--- src/rtl/alu_ctrl.sv ---
// alu_ctrl: valid/ready sequencer in front of the 32-bit ALU, with an iterative
// unsigned divide/modulo unit compiled in only when ALU_CTRL_DIV_EN is defined.
module alu_ctrl #(
  parameter int unsigned STEPS = 1
) (
  input  logic        clk,
  input  logic        rst_n,
  input  logic        req_valid,
  output logic        req_ready,
  input  logic [5:0]  req_opcode,
  input  logic [31:0] req_a,
  input  logic [31:0] req_b,
  output logic        rsp_valid,
  input  logic        rsp_ready,
  output logic [31:0] rsp_data,
  output logic        rsp_int,
  output logic        busy,
  output logic        alu_en,
  output logic [5:0]  alu_opcode,
  output logic [31:0] alu_a,
  output logic [31:0] alu_b,
  input  logic [31:0] alu_data
);

  localparam int unsigned DW = 32;
  localparam logic [3:0] OP_DIV = 4'd4;
  localparam logic [3:0] OP_MOD = 4'd5;

  typedef enum logic [1:0] {
    S_IDLE = 2'd0,
    S_ALU  = 2'd1,
    S_DIV  = 2'd2,
    S_RESP = 2'd3
  } state_t;

  state_t state_q;
  state_t state_d;

  logic          accept;
  logic          req_is_div;
  logic          req_ready_d;
  logic          busy_d;
  logic          rsp_valid_d;
  logic          alu_en_d;
  logic [DW-1:0] rsp_data_d;
  logic          rsp_int_d;

  assign accept     = req_valid && req_ready;
  assign req_is_div = (req_opcode[3:0] == OP_DIV) || (req_opcode[3:0] == OP_MOD);

`ifdef ALU_CTRL_DIV_EN
  localparam int unsigned N  = DW / STEPS;
  localparam int unsigned CW = (N > 1) ? $clog2(N) : 1;

  logic [DW-1:0] rem_q;
  logic [DW-1:0] quo_q;
  logic [DW-1:0] rem_d;
  logic [DW-1:0] quo_d;
  logic [DW:0]   trial;
  logic [CW-1:0] cnt_q;
  logic          div_zero;
  logic          div_last;
  logic          op_is_mod;

  assign div_zero  = (alu_b == '0);
  assign div_last  = (cnt_q == CW'(N - 1));
  assign op_is_mod = (alu_opcode[3:0] == OP_MOD);

  // STEPS restoring-division steps per clock, quotient bits enter at the LSB
  always_comb begin
    rem_d = rem_q;
    quo_d = quo_q;
    trial = '0;
    for (int unsigned i = 0; i < STEPS; i++) begin
      trial = {rem_d, quo_d[DW-1]};
      quo_d = {quo_d[DW-2:0], 1'b0};
      if (trial >= {1'b0, alu_b}) begin
        trial    = trial - {1'b0, alu_b};
        quo_d[0] = 1'b1;
      end
      rem_d = trial[DW-1:0];
    end
  end

  always_ff @(posedge clk or negedge rst_n) begin
    if (!rst_n) begin
      rem_q <= '0;
      quo_q <= '0;
      cnt_q <= '0;
    end else if (accept) begin
      rem_q <= '0;
      quo_q <= req_a;
      cnt_q <= '0;
    end else if (state_q == S_DIV && !div_zero) begin
      rem_q <= rem_d;
      quo_q <= quo_d;
      cnt_q <= cnt_q + CW'(1);
    end
  end
`else
  logic op_is_div;
  logic unused_steps;

  assign op_is_div    = (alu_opcode[3:0] == OP_DIV) || (alu_opcode[3:0] == OP_MOD);
  assign unused_steps = (STEPS == 0);
`endif

  // State register
  always_ff @(posedge clk or negedge rst_n) begin
    if (!rst_n) begin
      state_q <= S_IDLE;
    end else begin
      state_q <= state_d;
    end
  end

  // Next-state logic
  always_comb begin
    state_d = state_q;
    case (state_q)
      S_IDLE: begin
        if (accept) begin
`ifdef ALU_CTRL_DIV_EN
          state_d = req_is_div ? S_DIV : S_ALU;
`else
          state_d = S_ALU;
`endif
        end
      end
      S_ALU: state_d = S_RESP;
`ifdef ALU_CTRL_DIV_EN
      S_DIV: begin
        if (div_zero || div_last) begin
          state_d = S_RESP;
        end
      end
`endif
      S_RESP: begin
        if (rsp_ready) begin
          state_d = S_IDLE;
        end
      end
      default: state_d = S_IDLE;
    endcase
  end

  // Output next values; the result only changes on the edge entering RESP
  always_comb begin
    req_ready_d = (state_d == S_IDLE);
    busy_d      = (state_d != S_IDLE);
    rsp_valid_d = (state_d == S_RESP);
    alu_en_d    = (state_d == S_ALU) && !req_is_div;
    rsp_data_d  = rsp_data;
    rsp_int_d   = rsp_int;
    case (state_q)
      S_ALU: begin
`ifdef ALU_CTRL_DIV_EN
        rsp_data_d = alu_data;
        rsp_int_d  = 1'b0;
`else
        rsp_data_d = op_is_div ? '0 : alu_data;
        rsp_int_d  = op_is_div;
`endif
      end
`ifdef ALU_CTRL_DIV_EN
      S_DIV: begin
        if (div_zero) begin
          rsp_data_d = op_is_mod ? alu_a : '1;
          rsp_int_d  = 1'b1;
        end else if (div_last) begin
          rsp_data_d = op_is_mod ? rem_d : quo_d;
          rsp_int_d  = 1'b0;
        end
      end
`endif
      default: ;
    endcase
  end

  // Registered outputs
  always_ff @(posedge clk or negedge rst_n) begin
    if (!rst_n) begin
      req_ready <= 1'b0;
      busy      <= 1'b0;
      rsp_valid <= 1'b0;
      rsp_data  <= '0;
      rsp_int   <= 1'b0;
      alu_en    <= 1'b0;
    end else begin
      req_ready <= req_ready_d;
      busy      <= busy_d;
      rsp_valid <= rsp_valid_d;
      rsp_data  <= rsp_data_d;
      rsp_int   <= rsp_int_d;
      alu_en    <= alu_en_d;
    end
  end

  // Request latch, driven straight to the ALU
  always_ff @(posedge clk or negedge rst_n) begin
    if (!rst_n) begin
      alu_opcode <= '0;
      alu_a      <= '0;
      alu_b      <= '0;
    end else if (accept) begin
      alu_opcode <= req_opcode;
      alu_a      <= req_a;
      alu_b      <= req_b;
    end
  end

endmodule

--- config.mk ---
export PLATFORM = sky130hd
export DESIGN_NAME = alu_ctrl
export DESIGN_NICKNAME = d
export VERILOG_FILES = /design/src/rtl/alu_ctrl.sv
export SDC_FILE = /design/constraint.sdc
export NUM_CORES = 1
export LEC_CHECK = 0
export CAP_MARGIN = 40
export CORE_ASPECT_RATIO = 0.7
export CORE_MARGIN = 4
export CORE_UTILIZATION = 41
export DETAILED_ROUTE_END_ITERATION = 8
export GPL_TIMING_DRIVEN = 0
export PLACE_DENSITY = 0.85
export SETUP_SLACK_MARGIN = 0.3
export SLEW_MARGIN = 20
export SYNTH_ARGS = -nofsm -noshare
export SYNTH_HDL_FRONTEND = slang
export SYNTH_SLANG_ARGS = --single-unit
--- constraint.sdc ---
create_clock -name clk -period 1.32 [get_ports clk]
set_input_delay 0.264 -clock clk [delete_from_list [all_inputs] [get_ports clk]]
set_output_delay 0.264 -clock clk [all_outputs]
set_load 0.02 [all_outputs]
# ---- After elaboration in Yosys (flattened, before gate mapping)
# Index checks and enable logic that the tools add are counted.
dict set report totals {
  elab_cells 30
  regBits 109
  inputBits 106
}
dict set report classes {
  n_eq_ne 8
  mux 4
  reduce_logical 8
}
# op count
set ops {}
lappend ops {{two-way mux 32 bit} 1}
lappend ops {{equality test 4 x 3 -> 1 bit (second input constant)} 4}
lappend ops {{one-hot mux 2 bit (3 select lines)} 1}
lappend ops {{equality test 2 x 1 -> 1 bit (second input constant)} 2}
lappend ops {{equality test 2 bit (second input constant)} 2}
lappend ops {{zero test 2 bit} 2}
lappend ops {{two-way mux 2 bit} 2}
lappend ops {{logical AND 1 bit} 2}
lappend ops {{logical OR 1 bit} 2}
lappend ops {{nonzero test 2 bit} 1}
lappend ops {{zero test 1 bit} 1}

# ---- Logic depth before layout (Yosys ltp)
dict set report depth {
  ltp_word 5
  depth_mapped 5
}

# ---- Worst setup path after synthesis
# Ideal clock, no wire load.
dict set report synth_timing {
  path_kind {reg2reg}
  start {register req_ready}
  end {register alu_a[0]}
  setup_time_ns 0.125
  slack_ns 0.039
  t_arrival_ns 1.156
  required_time_ns 1.195
  period_less_slack_ns 1.281
  path_stages_with_launch 5
  cell_sequence {dfrtp_1 -> nand2_1 -> buf_6 -> buf_6 -> mux2_4}
}
dict set report synth_between {
  elab_chain_len 1
}
# element line_no
set synth_lines {}
lappend synth_lines {{start: declaration} 9} ;# output logic req_ready,
lappend synth_lines {{start signal: assignment} 190} ;# req_ready <= req_ready_d;
lappend synth_lines {{logical AND 1 bit} 48} ;# assign accept = req_valid && req_ready;
lappend synth_lines {{end signal: assignment} 207} ;# alu_a <= req_a;
lappend synth_lines {{end: declaration} 20} ;# output logic [31:0] alu_a,
# No other way between the ends.
# A chain may end at the register's enable or synchronous reset.

# ---- Worst setup path in the final report
dict set report layout_timing {
  start {register req_ready}
  end {register alu_a[20]}
}
# Same word-level chain as after synthesis.

==> flow_metrics.tcl <==
set metrics [dict create \
    status "complete, but fails checks" \
    violations "negative hold slack" \
    crit_type "reg -> reg" \
    holdWs_ps -118 \
    hp-class "in -> async" \
    die_h_um 95.7 \
    dieArea_sq_um 12700 \
    finClkSkew_ps 5.95 \
    dp_hpwl_mm 9.06 \
    hold_violations 56 \
    reg2reg_slack_ps 60 \
    fin_nets 696 \
    synth_area_per_cell_sq_um 16.3 \
    cp.arrival_ps 1490 \
    yosysUniqueCellTypes 18 \
    slew_violations 0 \
    pre_cts_ws_ps -248 \
    clk_path_buf_depth 2 \
    cp.required_ps 1550 \
    root_buffer "clkbuf_16" \
    wire_per_inst_um 18.8 \
    synth_top_area_share_pct 60.6 \
    track_usage_pct 20.9 \
    drc_errors 0 \
    wirelength_mm 14.0 \
    vias 3591 \
    die_w_um 133 \
    start_kind "flip-flop" \
    htreeDepth 3 \
    internal_power_uw 14800 \
    drive_gt1_share_pct 58.7 \
    synthArstFlopShare_pct 100 \
    path_clk_slew_ps 80 \
    area_growth_pct 90.1 \
    worst_slack_ps 59.2 \
    synthTopCellsByCount "109 x dfrtp_1, 57 x mux2_4, 32 x nand3b_1, 32 x o2bb2ai_1, 14 x mux2_2" \
    synth_top_area_cell "dfrtp_1" \
    seq_power_share_pct 27.5 \
    vias_per_cell 4.83 \
    worst-path-max-fanout 10 \
    synth.most_common_cell "dfrtp_1" \
    fmax_mhz 793 \
    antenna_found_initial 0 \
    cap_violations 0 \
    grt_setup_unrepaired "yes" \
    slew_headroom_pct 63.9 \
    max_slew.worst_pin.slew_ps 541 \
    rows 31 \
    synth_seq_cells 109 \
    fin_util_pct 81.4 \
    period_needed_ps 1260 \
    finalPower_uw 23000 \
    drtPass1Iterations 4 \
    p_switching_uw 8210 \
    placed_area_sq_um 7110 \
    grt_pass1_vias 3861 \
    numCtsBuffers 9 \
    yosysSeqAreaShare_pct 60.6 \
    synth.net_count 383 \
    ant_nets 0 \
    place_congestion 0.730 \
    grt_overflow 0 \
    synth_edf_count 0 \
    fin_crit_sh_pct 95.5 \
    r2r_end "alu_a[20]" \
    synth_ff_type "dfrtp_1" \
    cts_tree "yes" \
    fill_cells 548 \
    setup_viol 0 \
    synth_warnings 0 \
    p_comb_share_pct 60.6 \
    drt_iter0_markers 123 \
    cts_sinks 109 \
    ios 213 \
    synth_area_leaders "dfrtp_1 61%, mux2_4 19%, o2bb2ai_1 6.2%" \
    synth_area_sq_um 4500 \
    synth_cells 277 \
    fin_area_sq_um 8560 \
    core_region_area_sq_um 10500 \
    worstSkewPairLatency_ps 340 \
    reg2reg_depth 4 \
    clkPwrFrac_pct 12.0 \
    endpoint_kind "flip-flop" \
    io_buffers 212 \
    start_util_pct 42.8 \
    grt_pass1_wl_mm 20.8 \
    netSwitchingFraction_pct 35.6 \
    grt_max_degree 58 \
    p_leak_uw 0.00399 \
    tns_ps 0 \
    powerDensity_nw_per_um2 2690 \
    r2r-start "req_ready" \
    num_antenna_cells 0 \
    peakVddDrop_mv 1.38 \
]
[placed cells by master, fill, tap and decap left out]
| cell | synthesis | layout |
|---|---|---|
| nor4_2 | 0 | 1 |
| o21bai_1 | 2 | 2 |
| o21ba_4 | 0 | 1 |
| nand2b_4 | 0 | 1 |
| bufinv_16 | 0 | 1 |
| buf_2 | 11 | 4 |
| buf_12 | 0 | 12 |
| nand3b_1 | 32 | 32 |
| o2bb2ai_4 | 0 | 5 |
| dfrtp_2 | 0 | 4 |
| clkinv_4 | 0 | 2 |
| clkdlybuf4s50_1 | 0 | 103 |
| clkbuf_2 | 0 | 1 |
| dfrtp_1 | 109 | 105 |
| clkinvlp_4 | 0 | 1 |
| nor3b_4 | 0 | 1 |
| clkbuf_16 | 0 | 11 |
| nand2_4 | 0 | 1 |
| dlymetal6s2s_1 | 0 | 1 |
| buf_8 | 0 | 1 |
| inv_6 | 0 | 3 |
| buf_16 | 0 | 4 |
| o2bb2ai_2 | 0 | 26 |
| mux2_4 | 57 | 61 |
| o2bb2ai_1 | 32 | 1 |
| buf_4 | 3 | 77 |
| buf_6 | 7 | 118 |
| mux2_2 | 14 | 10 |
| clkbuf_4 | 0 | 2 |
| a21boi_4 | 0 | 1 |
| nor3b_1 | 1 | 1 |
| a21boi_1 | 1 | 1 |
[worst max-delay path: stages, from the launching register on]
cell     delay, ps
dfrtp_2        430
nand2_4        100
buf_12         150
buf_12         150
mux2_4         310
[how the worst max path moves through the flow]
stage                     startpoint             to  slack [ps]  cells past startpoint
after floorplan            req_ready       alu_a[0]          70                      4
after global placement         rst_n  alu_opcode[3]       -4490                      1
after detailed placement   req_valid      alu_b[19]        -250                      5
after CTS                  req_ready      alu_a[22]          60                      4
after global routing       req_ready      alu_a[20]          30                      4
final                      req_ready      alu_a[20]          60                      4
[routing by layer]
layer	up-vias	GRT usage [%]	routed length (um)
met3	20	8.02	1140
met2	139	35.4	7010
li1	1632	-	-
met1	1800	25.4	5640
met4	0	5.14	176
met5	-	0	0
[final cells by class]
class	count	area (sq um)	area share (%)
buffer	23	320	3.74
clock buffer	9	225	2.63
clock inverter	7	81.3	0.950
multi-input combinational	145	1930	22.5
sequential	109	2730	31.9
tap	148	185	2.16
timing repair buffer	302	3090	36.1
[state kept, by name, indices dropped and copies added (netlist names), 2 cells and up]
name,count
state_q,2
alu_b,32
alu_a,32
rsp_data,32
alu_opcode,6
[metrics by stage]
step | hold slack [ps] | instances
floorplan | -31.6 | 277
global placement | 475 | 637
detailed placement | 265 | 638
CTS | -110 | 706
global route | -92.4 | 743
finish | -118 | 743
[power by group through the flow]
stage                     logic (uW)  clock network [uW]  registers [uW]
final                          14000                2760            6330
after CTS                      12700                2840            6270
after global placement         10500                   0            6020
after detailed placement       10700                   0            6080
after floorplan                 4190                   0            8010
after global routing           14600                2970            6520
[cells by family after synthesis]
| group | Yosys count | share of synthesized area [%] |
|---|---|---|
| mux | 71 | 22.5 |
| compound gates | 37 | 7.12 |
| buf+inv | 23 | 3.64 |
| simple gates | 37 | 6.14 |
| flops | 109 | 60.6 |
[what timing repair did]
action,4_1_cts,5_1_grt
endpoints found under the setup margin,215,215
gates resized for setup,666,26
pin swaps,4,9
cloned,3,3
hold endpoints to repair,56,56
buffers inserted,49,34
Note: power is estimated with default switching activity, not from simulation.
